--- src/rtl/accel_pkg.sv ---
// Shared definitions for the UART command path: command codes, packet size
// and the assembler state encoding. Also imported by the CSR/buffer dispatcher.
// No ports; types, constants and a command-decode helper only.
package accel_pkg;

  localparam logic [7:0] CMD_CSR_WR   = 8'h00;
  localparam logic [7:0] CMD_BUF_WR_A = 8'h20;
  localparam logic [7:0] CMD_BUF_WR_B = 8'h30;
  localparam logic [7:0] CMD_START    = 8'h50;
  localparam logic [7:0] CMD_STATUS   = 8'h70;

  // cmd, addr[7:0], addr[15:8], data[7:0] .. data[31:24]
  localparam int PKT_BYTES = 7;

  typedef enum logic {
    ST_IDLE    = 1'b0,
    ST_COLLECT = 1'b1
  } asm_state_e;

  function automatic logic cmd_is_valid(input logic [7:0] cmd);
    logic ok;
    ok = 1'b0;
    case (cmd)
      CMD_CSR_WR, CMD_BUF_WR_A, CMD_BUF_WR_B, CMD_START, CMD_STATUS: ok = 1'b1;
      default: ok = 1'b0;
    endcase
    return ok;
  endfunction

endpackage

--- src/rtl/pkt_assembler.sv ---
// Purpose: assembles 7 UART bytes (cmd, addr LE, data LE) into one command packet.
// Latency: pkt_valid rises 1 cycle after the rx_valid of the 7th byte.
// Backpressure: one held output slot plus the assembly registers as slack; a packet
//   completing while the slot is held and not accepted is dropped (overrun pulse).
// Ports: clk/rst (sync, active-high); rx_valid/rx_data byte strobe (no backpressure);
//   pkt_valid/pkt_ready handshake with pkt_cmd/pkt_addr/pkt_data; busy while
//   collecting; frame_err/cmd_err/overrun one-cycle error pulses; err_cnt saturating.
module pkt_assembler
  import accel_pkg::*;
#(
  parameter int TIMEOUT_CYC = 8680,
  parameter int CNT_W       = 8
) (
  input  logic             clk,
  input  logic             rst,
  input  logic             rx_valid,
  input  logic [7:0]       rx_data,
  output logic             pkt_valid,
  input  logic             pkt_ready,
  output logic [7:0]       pkt_cmd,
  output logic [15:0]      pkt_addr,
  output logic [31:0]      pkt_data,
  output logic             busy,
  output logic             frame_err,
  output logic             cmd_err,
  output logic             overrun,
  output logic [CNT_W-1:0] err_cnt
);

  localparam int              GAP_W    = $clog2(TIMEOUT_CYC + 1);
  localparam logic [GAP_W-1:0] GAP_LAST = GAP_W'(TIMEOUT_CYC - 1);
  localparam logic [2:0]      LAST_POS = 3'(PKT_BYTES - 1);

  asm_state_e       r_state;
  logic [2:0]       r_byte_cnt;
  logic [GAP_W-1:0] r_gap;
  logic [7:0]       r_cmd;
  logic [15:0]      r_addr;
  // Only the low three data bytes are buffered; the top byte arrives with completion.
  logic [23:0]      r_data;

  logic             r_pkt_valid;
  logic [7:0]       r_pkt_cmd;
  logic [15:0]      r_pkt_addr;
  logic [31:0]      r_pkt_data;
  logic             r_frame_err;
  logic             r_cmd_err;
  logic             r_overrun;
  logic [CNT_W-1:0] r_err_cnt;

  logic w_done;
  logic w_cmd_ok;
  logic w_slot_free;
  logic w_load;
  logic w_cmd_err;
  logic w_overrun;
  logic w_timeout;
  logic w_any_err;

  assign w_done      = (r_state == ST_COLLECT) && rx_valid && (r_byte_cnt == LAST_POS);
  assign w_cmd_ok    = cmd_is_valid(r_cmd);
  // Slot counts as free when it is being emptied by a transfer this same cycle.
  assign w_slot_free = !r_pkt_valid || pkt_ready;
  assign w_load      = w_done && w_cmd_ok && w_slot_free;
  assign w_cmd_err   = w_done && !w_cmd_ok;
  assign w_overrun   = w_done && w_cmd_ok && !w_slot_free;
  // A byte arriving in the timeout cycle wins over the timeout.
  assign w_timeout   = (r_state == ST_COLLECT) && !rx_valid && (r_gap == GAP_LAST);
  assign w_any_err   = w_timeout || w_cmd_err || w_overrun;

  always_ff @(posedge clk) begin
    if (rst) begin
      r_state     <= ST_IDLE;
      r_byte_cnt  <= '0;
      r_gap       <= '0;
      r_cmd       <= '0;
      r_addr      <= '0;
      r_data      <= '0;
      r_pkt_valid <= 1'b0;
      r_pkt_cmd   <= '0;
      r_pkt_addr  <= '0;
      r_pkt_data  <= '0;
      r_frame_err <= 1'b0;
      r_cmd_err   <= 1'b0;
      r_overrun   <= 1'b0;
      r_err_cnt   <= '0;
    end else begin
      r_frame_err <= w_timeout;
      r_cmd_err   <= w_cmd_err;
      r_overrun   <= w_overrun;
      if (w_any_err && (r_err_cnt != '1)) begin
        r_err_cnt <= r_err_cnt + 1'b1;
      end

      if (w_load) begin
        r_pkt_valid <= 1'b1;
        r_pkt_cmd   <= r_cmd;
        r_pkt_addr  <= r_addr;
        r_pkt_data  <= {rx_data, r_data};
      end else if (r_pkt_valid && pkt_ready) begin
        r_pkt_valid <= 1'b0;
      end

      case (r_state)
        ST_IDLE: begin
          if (rx_valid) begin
            r_cmd      <= rx_data;
            r_byte_cnt <= 3'd1;
            r_gap      <= '0;
            r_state    <= ST_COLLECT;
          end
        end
        ST_COLLECT: begin
          if (rx_valid) begin
            r_gap <= '0;
            case (r_byte_cnt)
              3'd1:    r_addr[7:0]   <= rx_data;
              3'd2:    r_addr[15:8]  <= rx_data;
              3'd3:    r_data[7:0]   <= rx_data;
              3'd4:    r_data[15:8]  <= rx_data;
              3'd5:    r_data[23:16] <= rx_data;
              default: ;
            endcase
            if (w_done) begin
              r_byte_cnt <= '0;
              r_state    <= ST_IDLE;
            end else begin
              r_byte_cnt <= r_byte_cnt + 3'd1;
            end
          end else if (w_timeout) begin
            r_gap      <= '0;
            r_byte_cnt <= '0;
            r_state    <= ST_IDLE;
          end else begin
            r_gap <= r_gap + 1'b1;
          end
        end
        default: r_state <= ST_IDLE;
      endcase
    end
  end

  assign pkt_valid = r_pkt_valid;
  assign pkt_cmd   = r_pkt_cmd;
  assign pkt_addr  = r_pkt_addr;
  assign pkt_data  = r_pkt_data;
  assign busy      = (r_state == ST_COLLECT);
  assign frame_err = r_frame_err;
  assign cmd_err   = r_cmd_err;
  assign overrun   = r_overrun;
  assign err_cnt   = r_err_cnt;

endmodule

--- config.mk ---
export PLATFORM = sky130hd
export DESIGN_NAME = pkt_assembler
export DESIGN_NICKNAME = d
export VERILOG_FILES = /design/src/rtl/accel_pkg.sv /design/src/rtl/pkt_assembler.sv
export SDC_FILE = /design/constraint.sdc
export NUM_CORES = 1
export LEC_CHECK = 0
export ABC_AREA = 1
export CELL_PAD_IN_SITES_DETAIL_PLACEMENT = 0
export CELL_PAD_IN_SITES_GLOBAL_PLACEMENT = 1
export CORE_ASPECT_RATIO = 1.5
export CORE_MARGIN = 2
export CORE_UTILIZATION = 42
export DETAILED_ROUTE_END_ITERATION = 10
export PLACE_DENSITY = 0.81
export SETUP_SLACK_MARGIN = 0.2
export SLEW_MARGIN = 30
export SYNTH_ARGS = -nofsm -noshare
export SYNTH_HDL_FRONTEND = slang
export SYNTH_SLANG_ARGS = --single-unit
export TNS_END_PERCENT = 10
--- constraint.sdc ---
create_clock -name clk -period 3.8 [get_ports clk]
set_clock_uncertainty 0.2 [all_clocks]
set_input_delay 0.57 -clock clk [delete_from_list [all_inputs] [get_ports clk]]
set_output_delay 0.57 -clock clk [all_outputs]
set_load 0.01 [all_outputs]
==> insert_results.sql <==
INSERT INTO impl_metrics (metric_group, metric, value, unit) VALUES
('outcome', 'status', 'finished clean', ''),
('clock_network', 'cts.repair_timing.setup_buffer_count', '0', ''),
('route', 'detail_route.wirelength', '12.44', 'mm'),
('route', 'route.detailed.drc', '0', ''),
('route', 'route.detailed.wl_per_inst', '13.27', 'um'),
('synthesis', 'yosys_most_used_dff', 'sky130_fd_sc_hd__dfxtp_1', ''),
('timing', 'finalSetupViolCount', '0', ''),
('synthesis', 'synthesis.nets', '716', ''),
('power_and_ir_drop', 'p_clk_share', '50.9', '%'),
('power_and_ir_drop', 'power_frac_seq', '45.8', '%'),
('route', 'routed_via_density', '4.943', ''),
('setup_path', 'critical_path_arrival', '2.45', 'ns'),
('timing', 'remaining_max_slew_budget_at_the_tightest_pin', '44.60', '%'),
('route', 'firstDrtPassIters', '5', ''),
('setup_path', 'crit_path_top_delay_cell', 'sky130_fd_sc_hd__clkinv_2', ''),
('synthesis', 'syn_inst', '697', ''),
('power_and_ir_drop', 'vdd_drop_max', '0.0002825', 'V'),
('timing', 'fmax', '0.4204', 'GHz'),
('layout', 'finish.net_count', '788', ''),
('timing', 'worst_pin_slew', '0.8279', 'ns'),
('global_routing', 'maximum_number_of_pins_on_one_net_before_global_route_repair', '81', ''),
('power_and_ir_drop', 'combinationalPowerShare', '3.3', '%'),
('clock_network', 'cts_made_buffers', '17', ''),
('global_routing', 'via_count_of_the_first_global_routing_pass', '4362', ''),
('clock_network', 'cts.reportedPaths.clkPinSlew', '0.06', 'ns'),
('floorplanning', 'initial_utilization', '42.50', '%'),
('floorplanning', 'die_h', '140.8', 'um'),
('floorplanning', 'die_w', '95.18', 'um'),
('clock_network', 'clockRootBuffer', 'sky130_fd_sc_hd__clkbuf_16', ''),
('clock_network', 'htree_num_levels', '4', ''),
('worst_hold_path', 'hold_path.class', 'reg -> reg', ''),
('layout', 'layout.filler_cells', '1215', ''),
('layout', 'drive_gt1_share', '5.122', '%'),
('synthesis', 'async_flop_share', '0', '%'),
('synthesis', 'avgSynthCellArea', '7.514', 'um^2'),
('synthesis', 'synth-seq-cells', '134', ''),
('power_and_ir_drop', 'cell_area_power_density', '469.8', 'nW/um^2'),
('clock_network', 'numClockSinks', '134', ''),
('timing', 'timing_hold_violations_final', '0', ''),
('run', 'drv_cap', '0', ''),
('route', 'drt_first_iter_violations', '252', ''),
('synthesis', 'synth.cell_area', '5238', 'um^2'),
('power_and_ir_drop', 'switching_share', '20.87', '%'),
('synthesis', 'synth-edff-count', '0', ''),
('power_and_ir_drop', 'power.static_leakage', '2.393', 'nW'),
('setup_path', 'category_of_the_worst_setup_path_launch_point', 'flop', ''),
('setup_path', 'endpoint_type_of_the_worst_setup_path', 'flop', ''),
('route', 'vias', '4632', ''),
('floorplanning', 'row_count', '50', ''),
('power_and_ir_drop', 'p_sw', '651.5', 'uW'),
('setup_path', 'cp_cell_sequence', 'inv_1 > ha_1 > nand2_1 > nor2_4 > inv_2 > nor2_1 > nand2_2 > clkinv_2 > o21ai_0 > a21oi_1', ''),
('floorplanning', 'io_pins', '81', ''),
('floorplanning', 'die_area', '13400', 'um^2'),
('timing', 'totalNegativeSetupSlack', '0', 'ns'),
('timing', 'report.final.slew_viol_count', '0', ''),
('setup_path', 'critical_path_class', 'reg -> reg', ''),
('layout', 'area_delta_synth_final', '26.90', '%'),
('setup_path', 'required', '3.88', 'ns'),
('global_routing', 'antenna_found_initial', '0', ''),
('synthesis', 'synth-warning-count', '0', ''),
('setup_path', 'worstPathMaxFanout', '53', ''),
('clock_network', 'hold_buffers', '0', ''),
('route', 'antenna_left', '0', ''),
('floorplanning', 'core_area', '12320', 'um^2'),
('placed_design', 'finalWeightedCongestion', '0.8041', ''),
('timing', 'post-route-period-util', '62.60', '%'),
('global_routing', 'total_global_route_track_usage', '19.64', '%'),
('global_routing', 'wire_length_of_the_first_global_routing_pass', '20.53', 'mm'),
('clock_network', 'clock_insertion_delay_worst_skew', '0.41', 'ns'),
('placed_design', 'dp_hpwl', '8.312', 'mm'),
('timing', 'grt_setup_unrepaired', 'no', ''),
('timing', 'period_needed', '2.379', 'ns'),
('setup_path', 'cp_slowest_stage_delay', '0.51', 'ns'),
('clock_network', 'cts_repair_resize_count', '0', ''),
('global_routing', 'globalRouteOverflowTotal', '0', ''),
('layout', 'post_layout_inst_area', '6646', 'um^2'),
('clock_network', 'maximum_clock_path_buffer_count', '2', ''),
('layout', 'antenna_cells', '0', ''),
('placed_design', 'postPlaceCellArea', '6072', 'um^2'),
('synthesis', 'ys_seq_area_share', '51.22', '%'),
('power_and_ir_drop', 'total_internal_power', '2.471', 'mW'),
('placed_design', 'portBuffers', '80', ''),
('clock_network', 'tritoncts', 'done', ''),
('synthesis', 'netlist-cell-type-count', '28', '');
## metal layers
layer	GRT usage [%]	up-vias	wire, um
met4	8.696	0	236
met2	33.58	87	6415
met1	22.94	2140	5328
li1	-	2390	-
met5	0	-	0
met3	4.650	15	455
## state kept, by name, indices dropped and copies added, names as in the netlist
name / cells
busy: 1
overrun: 1
r_addr: 16
pkt_data: 32
pkt_valid: 1
err_cnt: 8
r_gap: 14
r_byte_cnt: 3
cmd_err: 1
frame_err: 1
r_data: 24
pkt_cmd: 8
r_cmd: 8
pkt_addr: 16
## cell usage in the layout, fill, tap and decap left out, drive strengths merged
master,Yosys,routed
and2,1,1
clkdlybuf4s50,0,79
nand3b,2,2
o21bai,1,1
nand2,180,180
dfxtp,134,134
clkinv,1,7
inv,38,38
a21oi,87,87
nor3,9,9
bufinv,0,3
xnor2,3,3
nor2,111,111
clkinvlp,0,1
nand4,4,4
nand3,30,30
ha,7,7
clkbuf,16,21
o21ai,54,54
o21a,1,1
a31oi,1,1
xor2,3,3
buf,14,4
## cell usage after synthesis, types with 2 or more instances
cell / n / area [um^2]
sky130_fd_sc_hd__nand2_1: 179 / 671.9
sky130_fd_sc_hd__dfxtp_1: 134 / 2683
sky130_fd_sc_hd__nor2_1: 110 / 412.9
sky130_fd_sc_hd__a21oi_1: 87 / 435.4
sky130_fd_sc_hd__o21ai_0: 54 / 270.3
sky130_fd_sc_hd__inv_1: 37 / 138.9
sky130_fd_sc_hd__nand3_1: 29 / 145.1
sky130_fd_sc_hd__clkbuf_1: 16 / 60.06
sky130_fd_sc_hd__ha_1: 7 / 87.58
sky130_fd_sc_hd__nor3_1: 7 / 35.03
sky130_fd_sc_hd__buf_4: 6 / 45.04
sky130_fd_sc_hd__buf_6: 6 / 67.56
sky130_fd_sc_hd__nand4_1: 4 / 25.02
sky130_fd_sc_hd__xnor2_1: 3 / 26.28
sky130_fd_sc_hd__xor2_1: 3 / 26.28
sky130_fd_sc_hd__nand3b_1: 2 / 15.01
sky130_fd_sc_hd__nor3_2: 2 / 20.02
## power by group through the flow
stage	Sequential [mW]	Combinational, mW	Clock [mW]
2_1_floorplan	1.46	0.0622	0
3_3_place_gp	1.46	0.103	0
3_5_place_dp	1.46	0.104	0
4_1_cts	1.43	0.105	1.63
5_1_grt	1.43	0.118	1.68
6_report	1.43	0.104	1.59
## critical path: cells and delay by family, from the launching register on
family                     cells  cell delay [ns]
and+or+nand+nor                4             0.32
buffers and inverters          3             0.67
DFF                            1             0.39
AOI/OAI and AO/OA              2             0.43
adders and majority gates      1             0.22
## path summary, 6_finish.rpt
check	end	startpoint	cells past startpoint	slack (ns)
worst min-delay path	pkt_cmd[1]	pkt_cmd[1]	2	0.24
worst min register to register	pkt_cmd[1]	pkt_cmd[1]	2	0.24
worst max-delay path	pkt_cmd[6]	r_byte_cnt[0]	10	1.42
worst max register to register	pkt_cmd[6]	r_byte_cnt[0]	10	1.42
## kinds of logic (layout without fill, tap and decap cells)
family                   after synthesis  count (layout)  share of synthesized area (%)
buffers and inverters                 69             153                          6.282
XOR/XNOR                               6               6                          1.004
AND/OR/NAND/NOR                      337             337                          25.94
AO/OA/AOI/OAI                        144             144                          13.88
flip-flops                           134             134                          51.22
adder cells (fa/ha/maj)                7               7                          1.672
## layout make-up
cell class / count / area [um^2] / share of cell area, %
Clock buffer: 21 / 440.4 / 6.627
Sequential cell: 134 / 2683 / 40.36
Inverter: 39 / 147.6 / 2.221
Timing Repair Buffer: 83 / 818.3 / 12.31
Multi-Input combinational cell: 494 / 2231 / 33.57
Tap cell: 156 / 195.2 / 2.937
Clock inverter: 10 / 131.4 / 1.977
## stage by stage
step / setup slack (ns) / instances / power, mW / util, % / hold WS (ns)
4_1_cts: 1.382 / 937 / 3.159 / 53.91 / 0.2404
2_1_floorplan: 2.043 / 697 / 1.518 / - / 0.2298
6_report: 1.421 / 937 / 3.122 / 53.93 / 0.2379
3_5_place_dp: 0.9469 / 906 / 1.562 / 49.27 / 0.2300
3_3_place_gp: 1.023 / 906 / 1.560 / 49.27 / 0.2266
5_1_grt: 1.103 / 937 / 3.228 / 53.93 / 0.2709
Power figures use the tool's default switching activity.
